<file path="config.mk">
export PLATFORM = sky130hd
export DESIGN_NAME = fetch_unit
export DESIGN_NICKNAME = d
export VERILOG_FILES = /design/src/rtl/fetch_unit.sv
export SDC_FILE = /design/constraint.sdc
export NUM_CORES = 1
export LEC_CHECK = 0
export BUFFER_PORTS_ARGS = -buffer_cell sky130_fd_sc_hd__clkbuf_2
export CAP_MARGIN = 15
export CORE_MARGIN = 2
export CORE_UTILIZATION = 33
export CTS_CLUSTER_DIAMETER = 200
export DETAILED_ROUTE_END_ITERATION = 16
export PLACE_DENSITY = 0.57
export SYNTH_ARGS = -nofsm -noshare
export SYNTH_HDL_FRONTEND = slang
export SYNTH_SLANG_ARGS = --single-unit
</file>
<file path="constraint.sdc">
create_clock -name clock -period 5.3 [get_ports clock]
set_input_delay 0.265 -clock clock [delete_from_list [all_inputs] [get_ports clock]]
set_output_delay 0.265 -clock clock [all_outputs]
set_load 0.02 [all_outputs]
</file>
<file path="src/rtl/fetch_unit.sv">
// Instruction fetch stage: owns the PC, issues one instruction-memory request
// at a time, and hands each fetched word and its address to decode through a
// valid/ready handshake. Redirects reload the PC and squash any stale fetch.
//
// state  | meaning
// -------+-------------------------------------------------------------
// BOOT   | first cycle after reset, no request yet
// REQ    | request to pc is driven this cycle (unless redirected)
// WAIT   | one request outstanding, waiting for its response
// HOLD   | fetched instruction presented to decode, waiting for ready
// DROP   | redirected while a request was outstanding, absorbing it
module fetch_unit #(
  parameter logic [31:0] RESET_PC = 32'h0000_0000,
  parameter logic [31:0] NOP_INST = 32'h0000_0013
) (
  input  logic        clock,
  input  logic        reset,
  input  logic        redirect,
  input  logic [31:0] target_pc,
  input  logic        inst_ready,
  output logic        imem_req,
  output logic [31:0] imem_addr,
  input  logic        imem_rvalid,
  input  logic [31:0] imem_rdata,
  output logic [31:0] instruction,
  output logic [31:0] inst_pc,
  output logic        inst_valid
);

  typedef enum logic [2:0] {
    S_BOOT,
    S_REQ,
    S_WAIT,
    S_HOLD,
    S_DROP
  } state_t;

  state_t      state;
  logic [31:0] pc;
  logic [31:0] inst_q;
  logic [31:0] inst_pc_q;
  logic        inst_valid_q;
  logic [31:0] target_word;

  // Redirect targets are word aligned; the low two bits are simply dropped.
  assign target_word = target_pc & ~32'h0000_0003;

  // A redirect in REQ suppresses the request so the stale PC never reaches memory.
  assign imem_req    = (state == S_REQ) && !redirect;
  assign imem_addr   = pc;
  assign instruction = inst_valid_q ? inst_q : NOP_INST;
  assign inst_pc     = inst_pc_q;
  assign inst_valid  = inst_valid_q;

  // Fetch sequencing, PC update and capture of the returned instruction.
  always_ff @(posedge clock or negedge reset) begin
    if (!reset) begin
      state        <= S_BOOT;
      pc           <= RESET_PC;
      inst_q       <= NOP_INST;
      inst_pc_q    <= RESET_PC;
      inst_valid_q <= 1'b0;
    end else begin
      case (state)
        S_BOOT: begin
          state <= S_REQ;
        end
        S_REQ: begin
          if (redirect) begin
            pc <= target_word;
          end else begin
            state <= S_WAIT;
          end
        end
        S_WAIT: begin
          if (redirect && imem_rvalid) begin
            pc    <= target_word;
            state <= S_REQ;
          end else if (redirect) begin
            pc    <= target_word;
            state <= S_DROP;
          end else if (imem_rvalid) begin
            inst_q       <= imem_rdata;
            inst_pc_q    <= pc;
            inst_valid_q <= 1'b1;
            pc           <= pc + 32'd4;
            state        <= S_HOLD;
          end
        end
        S_HOLD: begin
          // Redirect wins over ready: the held instruction is on the wrong path.
          if (redirect) begin
            inst_valid_q <= 1'b0;
            pc           <= target_word;
            state        <= S_REQ;
          end else if (inst_ready) begin
            inst_valid_q <= 1'b0;
            state        <= S_REQ;
          end
        end
        S_DROP: begin
          if (redirect) begin
            pc <= target_word;
          end
          if (imem_rvalid) begin
            state <= S_REQ;
          end
        end
        default: begin
          state <= S_BOOT;
        end
      endcase
    end
  end

endmodule

</file>
[After elaboration in Yosys (flattened, before gate mapping)]
Cells that the tools add are included.
Operators by class
  $add $sub $neg: 1
  eq/ne operators: 12
  multiplexer cells: 20
  bitwise operators: 2
  reduce and logical (&&, ||, !) cells: 11
Operators with widths (count)
  2-to-1 mux 32 bit: 5
  case mux 32 bit (2 select lines): 1
  adder 32 x 3 -> 32 bit (second input constant): 1
  2-to-1 mux 3 bit: 7
  case mux 3 bit (5 select lines): 1
  != test 2 bit (second input constant): 5
  AND reduction 4 bit: 2
  == test 3 x 2 -> 1 bit (second input constant): 2
  2-to-1 mux 1 bit: 5
  AND reduction 5 bit: 1
  != test 4 bit (second input constant): 1
  nonzero test 2 bit: 2
  == test 3 x 1 -> 1 bit (second input constant): 1
  == test 3 bit (second input constant): 1
  logical NOT 3 bit: 1
  != test 3 bit (second input constant): 1
  AND reduction 3 bit: 1
  OR reduction 3 bit: 1
  logical AND 1 bit: 2
  != test 2 x 1 -> 1 bit (second input constant): 1
  NOT 1 bit: 2
  case mux 1 bit (2 select lines): 1
  logical NOT 1 bit: 1
Storage, ports and cells
  register bits: 100
  input bits: 69
  output and inout bits: 98
  logic and storage cells: 51

[Depth between registers and ports, before layout]
Gate-level depths: netlist (run 1).
  word-level depth: 5
  gate-level depth with buffers: 7
  mapped depth without buffers: 5

[Worst setup path before layout (run 1)]
OpenSTA, ideal clock, no wires.
  path kind: reg-to-reg
  start: register pc[2] (netlist: imem_addr[2])
  end: register pc[26] (netlist: imem_addr[26])
  library setup time: 0.071 ns
  arrival time: 1.848 ns
  slack: 3.381 ns
  stages on the path, launching flop included: 7
  path buffers: 1
  clock period less this slack: 1.919 ns
  path through: dfrtp_1 ha_1 and4_1 buf_2 nand4_1 or4_1 nand4_1
Between the ends
  word-level cells in the longest chain between the ends: 5
RTL lines
  start: declaration: line 39  | logic [31:0] pc;
  start signal: assignment: line 70  | pc <= target_word;
  start signal: assignment: line 77  | pc <= target_word;
  start signal: assignment: line 80  | pc <= target_word;
  adder 32 x 3 -> 32 bit: line 86  | pc <= pc + 32'd4;
  2-to-1 mux 32 bit: line 82  | end else if (imem_rvalid) begin
  2-to-1 mux 32 bit: line 79  | end else if (redirect) begin
  2-to-1 mux 32 bit: line 76  | if (redirect && imem_rvalid) begin
  case mux 32 bit (2 select lines): line 64  | case (state)
Every way passes these cells. The select of a mux whose other input is x is not followed.
A chain may end at the register's enable or synchronous reset.

[Final worst setup path (run 1)]
  start: register state[2]
  end: register pc[16] (netlist: imem_addr[16])
Between the ends
  word-level cells in the longest chain between the ends: 4
RTL lines
  start: declaration: line 38  | state_t state;
  start signal: assignment: line 58  | state <= S_BOOT;
  start signal: assignment: line 66  | state <= S_REQ;
  start signal: assignment: line 72  | state <= S_WAIT;
  == test 3 x 1 -> 1 bit, or another cell as far along: line 64
  OR reduction 3 bit (no source line)
  != test 2 x 1 -> 1 bit (no source line) or nonzero test 2 bit (tied branches)
  AND reduction 3 bit (no source line)
Parallel ways exist; a longest one is shown, timed or not.

==> flow_results.xml, run 1 <==
<?xml version="1.0" encoding="UTF-8"?>
<metrics>
  <group name="status">
    <metric name="run_status" unit="">finished clean</metric>
  </group>
  <group name="pwr">
    <metric name="power.static_leakage" unit="nW">3.134</metric>
    <metric name="power_per_cell_area" unit="nW/um^2">556.5</metric>
    <metric name="max-vdd-ir-drop" unit="uV">245.7</metric>
    <metric name="power.total" unit="mW">3.485</metric>
  </group>
  <group name="setup_path">
    <metric name="max_fanout_on_critical_path" unit="">20</metric>
    <metric name="crit_path_end_kind" unit="">flip-flop</metric>
    <metric name="cp.required" unit="ns">5.57</metric>
    <metric name="critical_path.slowest_cell" unit="">sky130_fd_sc_hd__nand3_1</metric>
    <metric name="worst_path_largest_cell_delay" unit="ns">0.90</metric>
    <metric name="worst-r2r-cell-count" unit="">4</metric>
    <metric name="worstPathCellList" unit="">nand2b_1, nand3_1, o41a_1, o211ai_1</metric>
    <metric name="worst-setup-path-type" unit="">reg -&gt; reg</metric>
    <metric name="rr_endpoint" unit="">imem_addr[16]</metric>
    <metric name="timing.critical_path.from" unit="">state[2]</metric>
    <metric name="cp_data_arrival_time" unit="ns">3.24</metric>
    <metric name="reg2reg_from" unit="">state[2]</metric>
    <metric name="worst_setup_path_start_kind" unit="">flip-flop</metric>
    <metric name="setup.worst_path.end" unit="">imem_addr[16]</metric>
    <metric name="rrSetupSlack" unit="ns">2.33</metric>
  </group>
  <group name="yosys">
    <metric name="syn_inst" unit="">581</metric>
    <metric name="top_area_cell_type_share_of_the_netlist_area" unit="">0.4551</metric>
    <metric name="syn-mean-instance-area" unit="um^2">8.801</metric>
    <metric name="synth_top_cell_by_area" unit="">sky130_fd_sc_hd__dfrtp_1</metric>
    <metric name="synth_enable_flop_cells" unit="">0</metric>
    <metric name="yosys-top-cells-area" unit="">sky130_fd_sc_hd__dfrtp_1, sky130_fd_sc_hd__nand2_1, sky130_fd_sc_hd__and2_1</metric>
    <metric name="post_synth_most_frequent_cells" unit="">sky130_fd_sc_hd__nand2_1, sky130_fd_sc_hd__dfrtp_1, sky130_fd_sc_hd__and2_1, sky130_fd_sc_hd__nand4_1, sky130_fd_sc_hd__clkbuf_1</metric>
    <metric name="syn-cell-area" unit="um^2">5114</metric>
    <metric name="synth_seq_cells" unit="">96</metric>
    <metric name="yosysWarningCount" unit="">0</metric>
    <metric name="post_synth_num_cell_types" unit="">72</metric>
    <metric name="sequential_element_share_of_the_synthesized_area" unit="">0.4705</metric>
    <metric name="async_reset_ff_frac" unit="">1.000</metric>
    <metric name="leading_cell_type_by_number_of_instances_after_synthesis" unit="">sky130_fd_sc_hd__nand2_1</metric>
    <metric name="synth_top_flop_cell" unit="">sky130_fd_sc_hd__dfrtp_1</metric>
  </group>
  <group name="layout">
    <metric name="finalNetCount" unit="">783</metric>
    <metric name="multiInputGateArea" unit="um^2">2422</metric>
    <metric name="area_growth_synth_to_finish" unit="%">22.44</metric>
    <metric name="final_layout_size_suffix_gt1_frac" unit="">0.2813</metric>
    <metric name="fillCellCount" unit="">1557</metric>
    <metric name="num_antenna_cells" unit="">0</metric>
    <metric name="seqCellArea" unit="um^2">2406</metric>
  </group>
  <group name="clock_network">
    <metric name="clock_insertion_delay_worst_skew" unit="ns">0.35</metric>
    <metric name="root_buffer" unit="">sky130_fd_sc_hd__clkbuf_16</metric>
    <metric name="cts_sinks" unit="">96</metric>
    <metric name="htree_num_levels" unit="">3</metric>
    <metric name="cts_inserted_buffers" unit="">9</metric>
    <metric name="cts_setup_buffers" unit="">0</metric>
    <metric name="clock_tree_buffer_depth" unit="">2</metric>
    <metric name="tritoncts" unit="">built</metric>
    <metric name="cts.reportedPaths.clkPinSlew" unit="ns">0.07</metric>
  </group>
  <group name="flow_run">
    <metric name="max_cap_viol_count" unit="">0</metric>
  </group>
  <group name="floorplanning">
    <metric name="floorplan.core_area" unit="um^2">15150</metric>
    <metric name="die-height" unit="um">128.5</metric>
    <metric name="io_pins" unit="">167</metric>
    <metric name="std_cell_rows" unit="">45</metric>
    <metric name="die_area" unit="um^2">16510</metric>
    <metric name="starting_density" unit="">0.3376</metric>
    <metric name="die_w" unit="um">128.5</metric>
  </group>
  <group name="sta">
    <metric name="final_min_period_over_clock_period" unit="">0.5598</metric>
    <metric name="final_hold_viols" unit="">0</metric>
    <metric name="slew-limit-headroom" unit="">0.3028</metric>
    <metric name="timing_worst_slew_pin_value" unit="ns">1.046</metric>
    <metric name="unrepaired_setup_endpoints_after_global_routing" unit="">no</metric>
    <metric name="report.final.slew_viol_count" unit="">0</metric>
    <metric name="setup_violators_final" unit="">0</metric>
    <metric name="clock_skew" unit="ns">0.01201</metric>
    <metric name="final.setup.tns" unit="ns">0</metric>
    <metric name="max_freq" unit="MHz">337.1</metric>
    <metric name="worst_hold_slack" unit="ns">0.08787</metric>
    <metric name="final.min_clock_period" unit="ns">2.967</metric>
  </group>
  <group name="placed_design">
    <metric name="dpl.hpwl" unit="mm">10.61</metric>
    <metric name="portBuffers" unit="">160</metric>
    <metric name="routabilityCongestion" unit="">0.8045</metric>
  </group>
  <group name="grt">
    <metric name="grt_usage" unit="">0.1889</metric>
    <metric name="grt_overflow" unit="">0</metric>
    <metric name="grt_start_max_net_pins" unit="">62</metric>
    <metric name="grt_pass1_wl" unit="mm">24.34</metric>
    <metric name="antenna_violations_before_repair" unit="">0</metric>
    <metric name="grt_pass1_vias" unit="">4600</metric>
  </group>
  <group name="route">
    <metric name="drc" unit="">0</metric>
    <metric name="via_count" unit="">4781</metric>
    <metric name="route.detailed.wl_per_inst" unit="um">16.93</metric>
    <metric name="wirelength" unit="mm">15.34</metric>
    <metric name="vias_per_cell" unit="">5.277</metric>
    <metric name="detailedRoute.firstPassIterationCount" unit="">7</metric>
    <metric name="route.antenna.remaining_nets" unit="">0</metric>
    <metric name="drt_iter0_drc" unit="">288</metric>
  </group>
  <group name="hold_path">
    <metric name="timing.hold.worst.start" unit="">imem_rdata[0]</metric>
    <metric name="min-delay-path-class" unit="">in -&gt; reg</metric>
  </group>
</metrics>
[cell families after synthesis]
| logic type | Yosys count | share of synthesized area |
|---|---|---|
| DFF | 96 | 0.4705 |
| buffers and inverters | 59 | 0.05823 |
| AOI/OAI and AO/OA | 98 | 0.1414 |
| and+or+nand+nor | 317 | 0.3081 |
| muxes | 9 | 0.01860 |
| adders and majority gates | 1 | 0.002446 |
| other | 1 | 0.0007333 |
[area by class of cell]
class                   count  share of cell area
multi-input cells         429              0.3869
clock buffers              13             0.03997
well taps                 188             0.03757
repair buffers            166              0.1379
flip-flops and latches     96              0.3843
inverters                  11            0.006595
clock inverters             3            0.006795
[power by group]
part	internal (mW)	switching, mW
logic	0.496	0.904
registers	1.07	0.356
clock network	0.379	0.282
[layout by cell type, fill, tap and decap left out, types with 4 or more instances in the layout]
cell                        instances
sky130_fd_sc_hd__a22oi_1            4
sky130_fd_sc_hd__o22a_1            11
sky130_fd_sc_hd__and2_1            30
sky130_fd_sc_hd__o21ai_1            5
sky130_fd_sc_hd__nor2_1            10
sky130_fd_sc_hd__and4_1             4
sky130_fd_sc_hd__mux2i_1            5
sky130_fd_sc_hd__o31ai_1            4
sky130_fd_sc_hd__nor3_1             5
sky130_fd_sc_hd__conb_1             4
sky130_fd_sc_hd__a21oi_1           12
sky130_fd_sc_hd__a31oi_1            7
sky130_fd_sc_hd__nand2_1          186
sky130_fd_sc_hd__inv_1             11
sky130_fd_sc_hd__nand4_1           20
sky130_fd_sc_hd__clkbuf_16          9
sky130_fd_sc_hd__o211ai_1           9
sky130_fd_sc_hd__or4_1              8
sky130_fd_sc_hd__o21ai_0           11
sky130_fd_sc_hd__nand2b_1           5
sky130_fd_sc_hd__buf_4              5
sky130_fd_sc_hd__dfrtp_1           93
sky130_fd_sc_hd__nor4_1             8
sky130_fd_sc_hd__and3_1             9
sky130_fd_sc_hd__nand3_1           11
sky130_fd_sc_hd__clkbuf_2         159
[worst max-delay path, delay by kind of cell (launching register included)]
kind             cells  cell delay (ns)
AND/OR/NAND/NOR      2             1.50
AO/OA/AOI/OAI        2             0.85
flip-flops           1             0.54
[how the worst min path moves through the flow]
stage / slack, ns / to / cells after the start
3_5_place_dp: 0.26 / inst_q[7] / 1
6_report: 0.09 / inst_q[0] / 3
5_1_grt: 0.10 / inst_q[1] / 3
3_3_place_gp: 0.26 / inst_q[7] / 1
2_1_floorplan: -0.03 / imem_addr[10] / 0
4_1_cts: 0.08 / inst_q[0] / 3
[through the flow]
| step | util | cell area, um^2 | instances | worst slack [ns] |
|---|---|---|---|---|
| floorplan | - | 5125 | 584 | 3.381 |
| global placement | 0.3921 | 5938 | 888 | 2.550 |
| detailed placement | 0.3921 | 5938 | 888 | 2.501 |
| CTS | 0.4121 | 6241 | 905 | 2.455 |
| global route | 0.4134 | 6261 | 906 | 2.238 |
| finish | 0.4134 | 6261 | 906 | 2.333 |
[per-layer routing]
metal,share of wire,wire (um),vias to the layer above,global-route usage
li1,-,-,2277,-
met1,0.46,7116,2279,0.2586
met2,0.44,6805,209,0.2913
met3,0.078,1197,16,0.05364
met4,0.014,221,0,0.05818
met5,0,0,-,0
[sequential cells by signal, summed over array words and instances, names as in the netlist]
| register | flops |
|---|---|
| state | 3 |
| inst_q | 32 |
| inst_pc | 30 |
| inst_valid | 1 |
| imem_addr | 30 |
[timing repair]
action,in CTS,in global routing
hold buffers,1,0
resized for setup,0,0
endpoints found under the hold margin,35,0
Power figures use the tool's default switching activity.
==> run 2, diff against run 1 <==
==> constraint.sdc (replaced) <==
create_clock -name clock -period 2.9 [get_ports clock]
set_input_delay 0.145 -clock clock [delete_from_list [all_inputs] [get_ports clock]]
set_output_delay 0.145 -clock clock [all_outputs]
set_load 0.02 [all_outputs]
==> flow_results.xml, run 2 (synthesized netlist as in run 1, its figures left out) <==
<?xml version="1.0" encoding="UTF-8"?>
<metrics>
  <group name="pwr">
    <metric name="max-vdd-ir-drop" unit="uV">465.0</metric>
    <metric name="power.share.clock" unit="">0.173</metric>
    <metric name="share_seq_of_total_power" unit="">0.411</metric>
    <metric name="power_per_cell_area" unit="nW/um^2">960.6</metric>
    <metric name="pwr-share-comb" unit="">0.416</metric>
    <metric name="netSwitchingPower" unit="mW">2.851</metric>
    <metric name="netSwitchingFraction" unit="">0.4500</metric>
    <metric name="intPower" unit="mW">3.485</metric>
    <metric name="power.static_leakage" unit="nW">3.289</metric>
  </group>
  <group name="clock_network">
    <metric name="clock_insertion_delay_worst_skew" unit="ns">0.35</metric>
    <metric name="htree_num_levels" unit="">3</metric>
    <metric name="root_buffer" unit="">sky130_fd_sc_hd__clkbuf_16</metric>
    <metric name="cts_inserted_buffers" unit="">9</metric>
    <metric name="cts_repair_resize_count" unit="">0</metric>
    <metric name="cts_sinks" unit="">96</metric>
    <metric name="clock_tree_buffer_depth" unit="">2</metric>
    <metric name="cts.reportedPaths.clkPinSlew" unit="ns">0.07</metric>
    <metric name="tritoncts" unit="">built</metric>
  </group>
  <group name="sta">
    <metric name="final_min_period_over_clock_period" unit="">0.7844</metric>
    <metric name="final.setup.tns" unit="ns">0</metric>
    <metric name="slew-limit-headroom" unit="">0.3165</metric>
    <metric name="setup_ws" unit="ns">0.6251</metric>
    <metric name="timing_worst_slew_pin_value" unit="ns">1.025</metric>
    <metric name="setup_violators_final" unit="">0</metric>
    <metric name="clock_skew" unit="ns">0.005579</metric>
    <metric name="report.final.slew_viol_count" unit="">0</metric>
    <metric name="final.min_clock_period" unit="ns">2.275</metric>
    <metric name="final_hold_viols" unit="">0</metric>
    <metric name="max_freq" unit="MHz">439.6</metric>
    <metric name="unrepaired_setup_endpoints_after_global_routing" unit="">no</metric>
  </group>
  <group name="floorplanning">
    <metric name="starting_density" unit="">0.3376</metric>
    <metric name="die-height" unit="um">128.5</metric>
    <metric name="std_cell_rows" unit="">45</metric>
    <metric name="io_pins" unit="">167</metric>
    <metric name="floorplan.core_area" unit="um^2">15150</metric>
    <metric name="die_w" unit="um">128.5</metric>
    <metric name="die_area" unit="um^2">16510</metric>
  </group>
  <group name="grt">
    <metric name="grt.met3_usage" unit="">0.03784</metric>
    <metric name="grt_busiest_layer" unit="">met2</metric>
    <metric name="antenna_violations_before_repair" unit="">0</metric>
    <metric name="grt_start_max_net_pins" unit="">46</metric>
    <metric name="grt_overflow" unit="">0</metric>
    <metric name="grt_pass1_vias" unit="">4756</metric>
    <metric name="grt_pass1_wl" unit="mm">24.99</metric>
    <metric name="grt_use_met2" unit="">0.3166</metric>
    <metric name="global_route.usage.met1" unit="">0.2611</metric>
    <metric name="grt_usage" unit="">0.1946</metric>
  </group>
  <group name="setup_path">
    <metric name="max_fanout_on_critical_path" unit="">27</metric>
    <metric name="cp_data_arrival_time" unit="ns">2.52</metric>
    <metric name="rr_endpoint" unit="">imem_addr[23]</metric>
    <metric name="crit_cells" unit="">4</metric>
    <metric name="critical_path.slowest_cell" unit="">sky130_fd_sc_hd__a211o_1</metric>
    <metric name="worst-path-buf-inv" unit="">0</metric>
    <metric name="cp.required" unit="ns">3.14</metric>
    <metric name="worst-r2r-cell-count" unit="">4</metric>
    <metric name="worst_setup_path_start_kind" unit="">flip-flop</metric>
    <metric name="reg2reg_from" unit="">state[1]</metric>
    <metric name="worst-setup-path-type" unit="">reg -&gt; reg</metric>
    <metric name="worstPathCellList" unit="">and4bb_1, a211o_1, mux2_1, o311ai_1</metric>
    <metric name="crit_path_end_kind" unit="">flip-flop</metric>
    <metric name="path_delay_family" unit="">compound AO/OA/AOI/OAI gates</metric>
    <metric name="worst_path_largest_cell_delay" unit="ns">0.81</metric>
    <metric name="rrSetupSlack" unit="ns">0.63</metric>
  </group>
  <group name="status">
    <metric name="run_status" unit="">finished clean</metric>
  </group>
  <group name="route">
    <metric name="route.antenna.remaining_nets" unit="">0</metric>
    <metric name="via_count" unit="">4917</metric>
    <metric name="vias_per_cell" unit="">5.209</metric>
    <metric name="detailedRoute.firstPassIterationCount" unit="">5</metric>
    <metric name="drc" unit="">0</metric>
    <metric name="wirelength" unit="mm">15.88</metric>
    <metric name="route.detailed.wl_per_inst" unit="um">16.82</metric>
    <metric name="drt_iter0_drc" unit="">316</metric>
  </group>
  <group name="layout">
    <metric name="fillCellCount" unit="">1487</metric>
    <metric name="layout.cells.most_common_list" unit="">sky130_fd_sc_hd__nand2_1, sky130_fd_sc_hd__clkbuf_2, sky130_fd_sc_hd__dfrtp_1</metric>
    <metric name="final_common_cell" unit="">sky130_fd_sc_hd__nand2_1</metric>
    <metric name="num_antenna_cells" unit="">0</metric>
    <metric name="registers.top_by_ff_count" unit="">inst_q</metric>
    <metric name="area_growth_synth_to_finish" unit="%">28.99</metric>
    <metric name="seqCellArea" unit="um^2">2406</metric>
    <metric name="finalNetCount" unit="">821</metric>
    <metric name="final_layout_size_suffix_gt1_frac" unit="">0.2791</metric>
    <metric name="max_ffs_per_register" unit="">32</metric>
    <metric name="multiInputGateArea" unit="um^2">2422</metric>
  </group>
  <group name="placed_design">
    <metric name="dpl.hpwl" unit="mm">11.01</metric>
    <metric name="post_place_worst_slack" unit="ns">0.6199</metric>
    <metric name="portBuffers" unit="">160</metric>
    <metric name="routabilityCongestion" unit="">0.8140</metric>
  </group>
  <group name="hold_path">
    <metric name="worst_hold_path.num_cells" unit="">2</metric>
    <metric name="min-delay-path-class" unit="">in -&gt; reg</metric>
    <metric name="hold_path_end" unit="">state[2]</metric>
    <metric name="timing.hold.worst.start" unit="">imem_rvalid</metric>
  </group>
  <group name="flow_run">
    <metric name="max_cap_viol_count" unit="">0</metric>
  </group>
</metrics>
[run 2: metal layers]
| metal | vias to the layer above | share of wire | routed length, um |
|---|---|---|---|
| li1 | 2353 | - | - |
| met1 | 2351 | 0.45 | 7113 |
| met2 | 193 | 0.47 | 7388 |
| met3 | 20 | 0.071 | 1120 |
| met4 | 0 | 0.016 | 257 |
| met5 | - | 0 | 0 |
[run 2: power groups by stage]
| stage | sequential [mW] | combinational (mW) | clock, mW |
|---|---|---|---|
| floorplan | 2.90 | 1.35 | 0 |
| global placement | 2.58 | 2.58 | 0 |
| detailed placement | 2.62 | 2.61 | 0 |
| CTS | 2.60 | 2.66 | 1.13 |
| global route | 2.71 | 2.89 | 1.19 |
| finish | 2.61 | 2.64 | 1.09 |
[run 2: worst max path at each step]
stage	start	to	slack (ns)
global placement	redirect	imem_addr[16]	0.68
CTS	state[1]	imem_addr[27]	0.66
floorplan	imem_addr[2]	imem_addr[26]	0.98
detailed placement	redirect	imem_addr[15]	0.62
finish	state[1]	imem_addr[23]	0.63
global route	state[1]	imem_addr[23]	0.44
[run 2: timing repair]
action / 4_1_cts / 5_1_grt
endpoints found under the hold margin: 71 / 0
hold buffers: 32 / 0
endpoints found under the setup margin: 0 / 0
setup buffers: 0 / 0
[run 2: final cells by class]
class | instances | area share
multi-input cells | 429 | 0.3672
flip-flops and latches | 96 | 0.3648
repair buffers | 204 | 0.1859
well taps | 188 | 0.03566
clock buffers | 10 | 0.03471
inverters | 11 | 0.006259
clock inverters | 6 | 0.005501
[run 2: per-stage QoR]
step / instance area [um^2] / std cells / util / total power [mW] / hold WS (ns)
final: 6596 / 944 / 0.4355 / 6.336 / 0.01327
after CTS: 6596 / 944 / 0.4355 / 6.392 / 0.0006279
after floorplan: 5125 / 584 / - / 4.246 / -0.1506
after global placement: 6011 / 896 / 0.3969 / 5.154 / 0.1913
after detailed placement: 6011 / 896 / 0.3969 / 5.237 / 0.1939
after global routing: 6596 / 944 / 0.4355 / 6.794 / 0.01466
==> run 3, diff against run 2 <==
--- a/config.mk
+++ b/config.mk
@@ -5,6 +5,7 @@
 export SDC_FILE = /design/constraint.sdc
 export NUM_CORES = 1
 export LEC_CHECK = 0
+export ABC_AREA = 1
 export BUFFER_PORTS_ARGS = -buffer_cell sky130_fd_sc_hd__clkbuf_2
 export CAP_MARGIN = 15
 export CORE_MARGIN = 2
==> constraint.sdc (replaced) <==
create_clock -name clock -period 2.4 [get_ports clock]
set_input_delay 0.12 -clock clock [delete_from_list [all_inputs] [get_ports clock]]
set_output_delay 0.12 -clock clock [all_outputs]
set_load 0.02 [all_outputs]
==> flow_results.xml, run 3 <==
<?xml version="1.0" encoding="UTF-8"?>
<metrics>
  <group name="setup_path">
    <metric name="rrSetupSlack" unit="ns">0.59</metric>
    <metric name="critical_path.slowest_cell" unit="">sky130_fd_sc_hd__dfrtp_1</metric>
    <metric name="worst-setup-path-type" unit="">reg -&gt; reg</metric>
    <metric name="crit_path_end_kind" unit="">flip-flop</metric>
    <metric name="cp.required" unit="ns">2.65</metric>
    <metric name="worst_path_largest_cell_delay" unit="ns">0.42</metric>
    <metric name="worst_setup_path_start_kind" unit="">flip-flop</metric>
    <metric name="worstPathCellList" unit="">ha_1, inv_1, nor2_1, nand3_1, xor2_1, o21ai_0, nand2_1</metric>
    <metric name="max_fanout_on_critical_path" unit="">5</metric>
    <metric name="worst-r2r-cell-count" unit="">7</metric>
    <metric name="cp_data_arrival_time" unit="ns">2.06</metric>
    <metric name="rr_endpoint" unit="">imem_addr[12]</metric>
    <metric name="reg2reg_from" unit="">imem_addr[2]</metric>
    <metric name="timing.critical_path.from" unit="">imem_addr[2]</metric>
  </group>
  <group name="grt">
    <metric name="grt_busiest_layer" unit="">met2</metric>
    <metric name="grt_overflow" unit="">0</metric>
    <metric name="grt_pass1_wl" unit="mm">26.25</metric>
    <metric name="grt_use_met2" unit="">0.2977</metric>
    <metric name="antenna_violations_before_repair" unit="">0</metric>
    <metric name="grt_pass1_vias" unit="">4987</metric>
    <metric name="grt_start_max_net_pins" unit="">50</metric>
    <metric name="grt_usage" unit="">0.1896</metric>
    <metric name="global_route.usage.met1" unit="">0.2598</metric>
    <metric name="grt.met3_usage" unit="">0.03652</metric>
  </group>
  <group name="yosys">
    <metric name="synth_top_flop_cell" unit="">sky130_fd_sc_hd__dfrtp_1</metric>
    <metric name="top_area_cell_type_share_of_the_netlist_area" unit="">0.4309</metric>
    <metric name="synth_top_cell_by_area" unit="">sky130_fd_sc_hd__dfrtp_1</metric>
    <metric name="async_reset_ff_frac" unit="">1.000</metric>
    <metric name="syn-mean-instance-area" unit="um^2">6.907</metric>
    <metric name="syn_inst" unit="">782</metric>
    <metric name="syn-cell-area" unit="um^2">5401</metric>
    <metric name="leading_cell_type_by_number_of_instances_after_synthesis" unit="">sky130_fd_sc_hd__nand2_1</metric>
    <metric name="sequential_element_share_of_the_synthesized_area" unit="">0.4454</metric>
    <metric name="post_synth_most_frequent_cells" unit="">sky130_fd_sc_hd__nand2_1, sky130_fd_sc_hd__inv_1, sky130_fd_sc_hd__dfrtp_1, sky130_fd_sc_hd__nand3_1, sky130_fd_sc_hd__nor2_1</metric>
    <metric name="yosysWarningCount" unit="">0</metric>
    <metric name="synth_enable_flop_cells" unit="">0</metric>
    <metric name="post_synth_num_cell_types" unit="">28</metric>
    <metric name="yosys-top-cells-area" unit="">sky130_fd_sc_hd__dfrtp_1, sky130_fd_sc_hd__nand2_1, sky130_fd_sc_hd__nand3_1</metric>
    <metric name="synth_seq_cells" unit="">96</metric>
  </group>
  <group name="layout">
    <metric name="final_layout_size_suffix_gt1_frac" unit="">0.2296</metric>
    <metric name="layout.cells.most_common_list" unit="">sky130_fd_sc_hd__nand2_1, sky130_fd_sc_hd__clkbuf_2, sky130_fd_sc_hd__inv_1</metric>
    <metric name="max_ffs_per_register" unit="">32</metric>
    <metric name="final_cell_count_no_fill" unit="">1174</metric>
    <metric name="registers.top_by_ff_count" unit="">inst_q</metric>
    <metric name="final_common_cell" unit="">sky130_fd_sc_hd__nand2_1</metric>
    <metric name="num_antenna_cells" unit="">0</metric>
    <metric name="fillCellCount" unit="">1719</metric>
    <metric name="final_core_util" unit="">0.4315</metric>
    <metric name="finalNetCount" unit="">1023</metric>
    <metric name="area_growth_synth_to_finish" unit="%">27.36</metric>
  </group>
  <group name="sta">
    <metric name="timing_worst_slew_pin_value" unit="ns">0.6135</metric>
    <metric name="setup_ws" unit="ns">0.5887</metric>
    <metric name="setup_violators_final" unit="">0</metric>
    <metric name="max_freq" unit="MHz">552.1</metric>
    <metric name="final.min_clock_period" unit="ns">1.811</metric>
    <metric name="final_hold_viols" unit="">0</metric>
    <metric name="clock_skew" unit="ns">0.009648</metric>
    <metric name="final_min_period_over_clock_period" unit="">0.7547</metric>
    <metric name="unrepaired_setup_endpoints_after_global_routing" unit="">no</metric>
    <metric name="report.final.slew_viol_count" unit="">0</metric>
    <metric name="final.setup.tns" unit="ns">0</metric>
    <metric name="slew-limit-headroom" unit="">0.5910</metric>
  </group>
  <group name="pwr">
    <metric name="power_per_cell_area" unit="nW/um^2">1243</metric>
    <metric name="max-vdd-ir-drop" unit="uV">544.6</metric>
    <metric name="power.static_leakage" unit="nW">3.896</metric>
  </group>
  <group name="placed_design">
    <metric name="routabilityCongestion" unit="">0.8695</metric>
    <metric name="post_place_worst_slack" unit="ns">0.6055</metric>
    <metric name="portBuffers" unit="">160</metric>
    <metric name="placed_cells" unit="">1135</metric>
    <metric name="dpl.hpwl" unit="mm">11.78</metric>
  </group>
  <group name="route">
    <metric name="wirelength" unit="mm">15.82</metric>
    <metric name="route.detailed.wl_per_inst" unit="um">13.48</metric>
    <metric name="detailedRoute.firstPassIterationCount" unit="">6</metric>
    <metric name="vias_per_cell" unit="">4.491</metric>
    <metric name="drt_iter0_drc" unit="">333</metric>
    <metric name="drc" unit="">0</metric>
    <metric name="route.antenna.remaining_nets" unit="">0</metric>
    <metric name="via_count" unit="">5272</metric>
  </group>
  <group name="clock_network">
    <metric name="root_buffer" unit="">sky130_fd_sc_hd__clkbuf_16</metric>
    <metric name="clock_insertion_delay_worst_skew" unit="ns">0.36</metric>
    <metric name="cts_repair_resize_count" unit="">0</metric>
    <metric name="cts_inserted_buffers" unit="">9</metric>
    <metric name="clock_tree_buffer_depth" unit="">2</metric>
    <metric name="cts.reportedPaths.clkPinSlew" unit="ns">0.07</metric>
    <metric name="tritoncts" unit="">built</metric>
    <metric name="htree_num_levels" unit="">3</metric>
    <metric name="cts_sinks" unit="">96</metric>
  </group>
  <group name="floorplanning">
    <metric name="std_cell_rows" unit="">46</metric>
    <metric name="io_pins" unit="">167</metric>
    <metric name="floorplan.core_area" unit="um^2">15940</metric>
    <metric name="die_area" unit="um^2">17410</metric>
    <metric name="die_w" unit="um">131.9</metric>
    <metric name="starting_density" unit="">0.3388</metric>
    <metric name="die-height" unit="um">131.9</metric>
  </group>
  <group name="flow_run">
    <metric name="max_cap_viol_count" unit="">0</metric>
  </group>
  <group name="hold_path">
    <metric name="worst_hold_path.num_cells" unit="">3</metric>
    <metric name="min-delay-path-class" unit="">in -&gt; reg</metric>
    <metric name="timing.hold.worst.start" unit="">imem_rdata[7]</metric>
    <metric name="hold_path_end" unit="">inst_q[7]</metric>
  </group>
  <group name="status">
    <metric name="run_status" unit="">finished clean</metric>
  </group>
</metrics>
run 3: changes by cell type after synthesis, moves of 11 or more:
cell / before / now
sky130_fd_sc_hd__o21ai_0: 11 / 32
sky130_fd_sc_hd__o22a_1: 11 / 0
sky130_fd_sc_hd__nand3_1: 11 / 80
sky130_fd_sc_hd__o21ai_1: 5 / 23
sky130_fd_sc_hd__nand2_1: 186 / 303
sky130_fd_sc_hd__inv_1: 11 / 104
sky130_fd_sc_hd__and2_1: 31 / 0
sky130_fd_sc_hd__nand4_1: 20 / 2
sky130_fd_sc_hd__nor2_1: 10 / 56
sky130_fd_sc_hd__nor2_2: 0 / 12
run 3: worst max-delay path by stage:
stage | end | slack, ns
CTS | imem_addr[12] | 0.60
global route | imem_addr[26] | 0.34
global placement | imem_addr[20] | 0.65
floorplan | imem_addr[12] | 0.81
detailed placement | imem_addr[12] | 0.61
finish | imem_addr[12] | 0.59
run 3: repair_timing:
item / 4_1_cts / 5_1_grt
hold endpoints to repair: 64 / 0
hold buffers: 23 / 0
buffers inserted: 0 / 0
run 3: layout make-up:
type / instances / area [um^2] / share of cell area
Clock buffer: 12 / 246.5 / 0.03583
Clock inverter: 4 / 53.80 / 0.007821
Inverter: 109 / 409.1 / 0.05948
Multi-Input combinational cell: 545 / 2380 / 0.3459
Sequential cell: 96 / 2406 / 0.3498
Tap cell: 216 / 270.3 / 0.03929
Timing Repair Buffer: 192 / 1114 / 0.1619
run 3: logic make-up after synthesis:
family	Yosys count	synth area share
flops	96	0.4454
compound gates	60	0.05675
fa+ha+maj	1	0.002316
xor+xnor	6	0.009729
other cells	1	0.0006943
simple gates	474	0.3690
buf+inv	144	0.1161
run 3: routing by layer:
layer / vias up / share of wire
met1: 2369 / 0.47
met4: 0 / 0.020
met3: 19 / 0.064
li1: 2710 / -
met5: - / 0
met2: 174 / 0.45
run 3: critical path: cells and delay by family, from the launching register on:
family / cells / cell delay (ns)
xor gates and xnor gates: 1 / 0.20
buffers and inverters: 1 / 0.07
DFF: 1 / 0.42
AOI/OAI and AO/OA: 1 / 0.15
and+or+nand+nor: 3 / 0.62
adders and majority gates: 1 / 0.24
run 3: where the power goes:
group          internal, mW  total, mW  switching [mW]
sequential             2.39       3.09           0.704
combinational          1.27       3.97            2.70
clock                 0.840       1.48           0.645
run 3: through the flow:
stage	hold slack (ns)	power, mW	cell area, um^2
3_3_place_gp	0.1812	7.066	6349
5_1_grt	0.001662	9.318	6879
2_1_floorplan	-0.1756	5.738	5413
3_5_place_dp	0.1806	7.120	6349
4_1_cts	0.0003628	8.660	6879
6_report	0.004384	8.552	6879
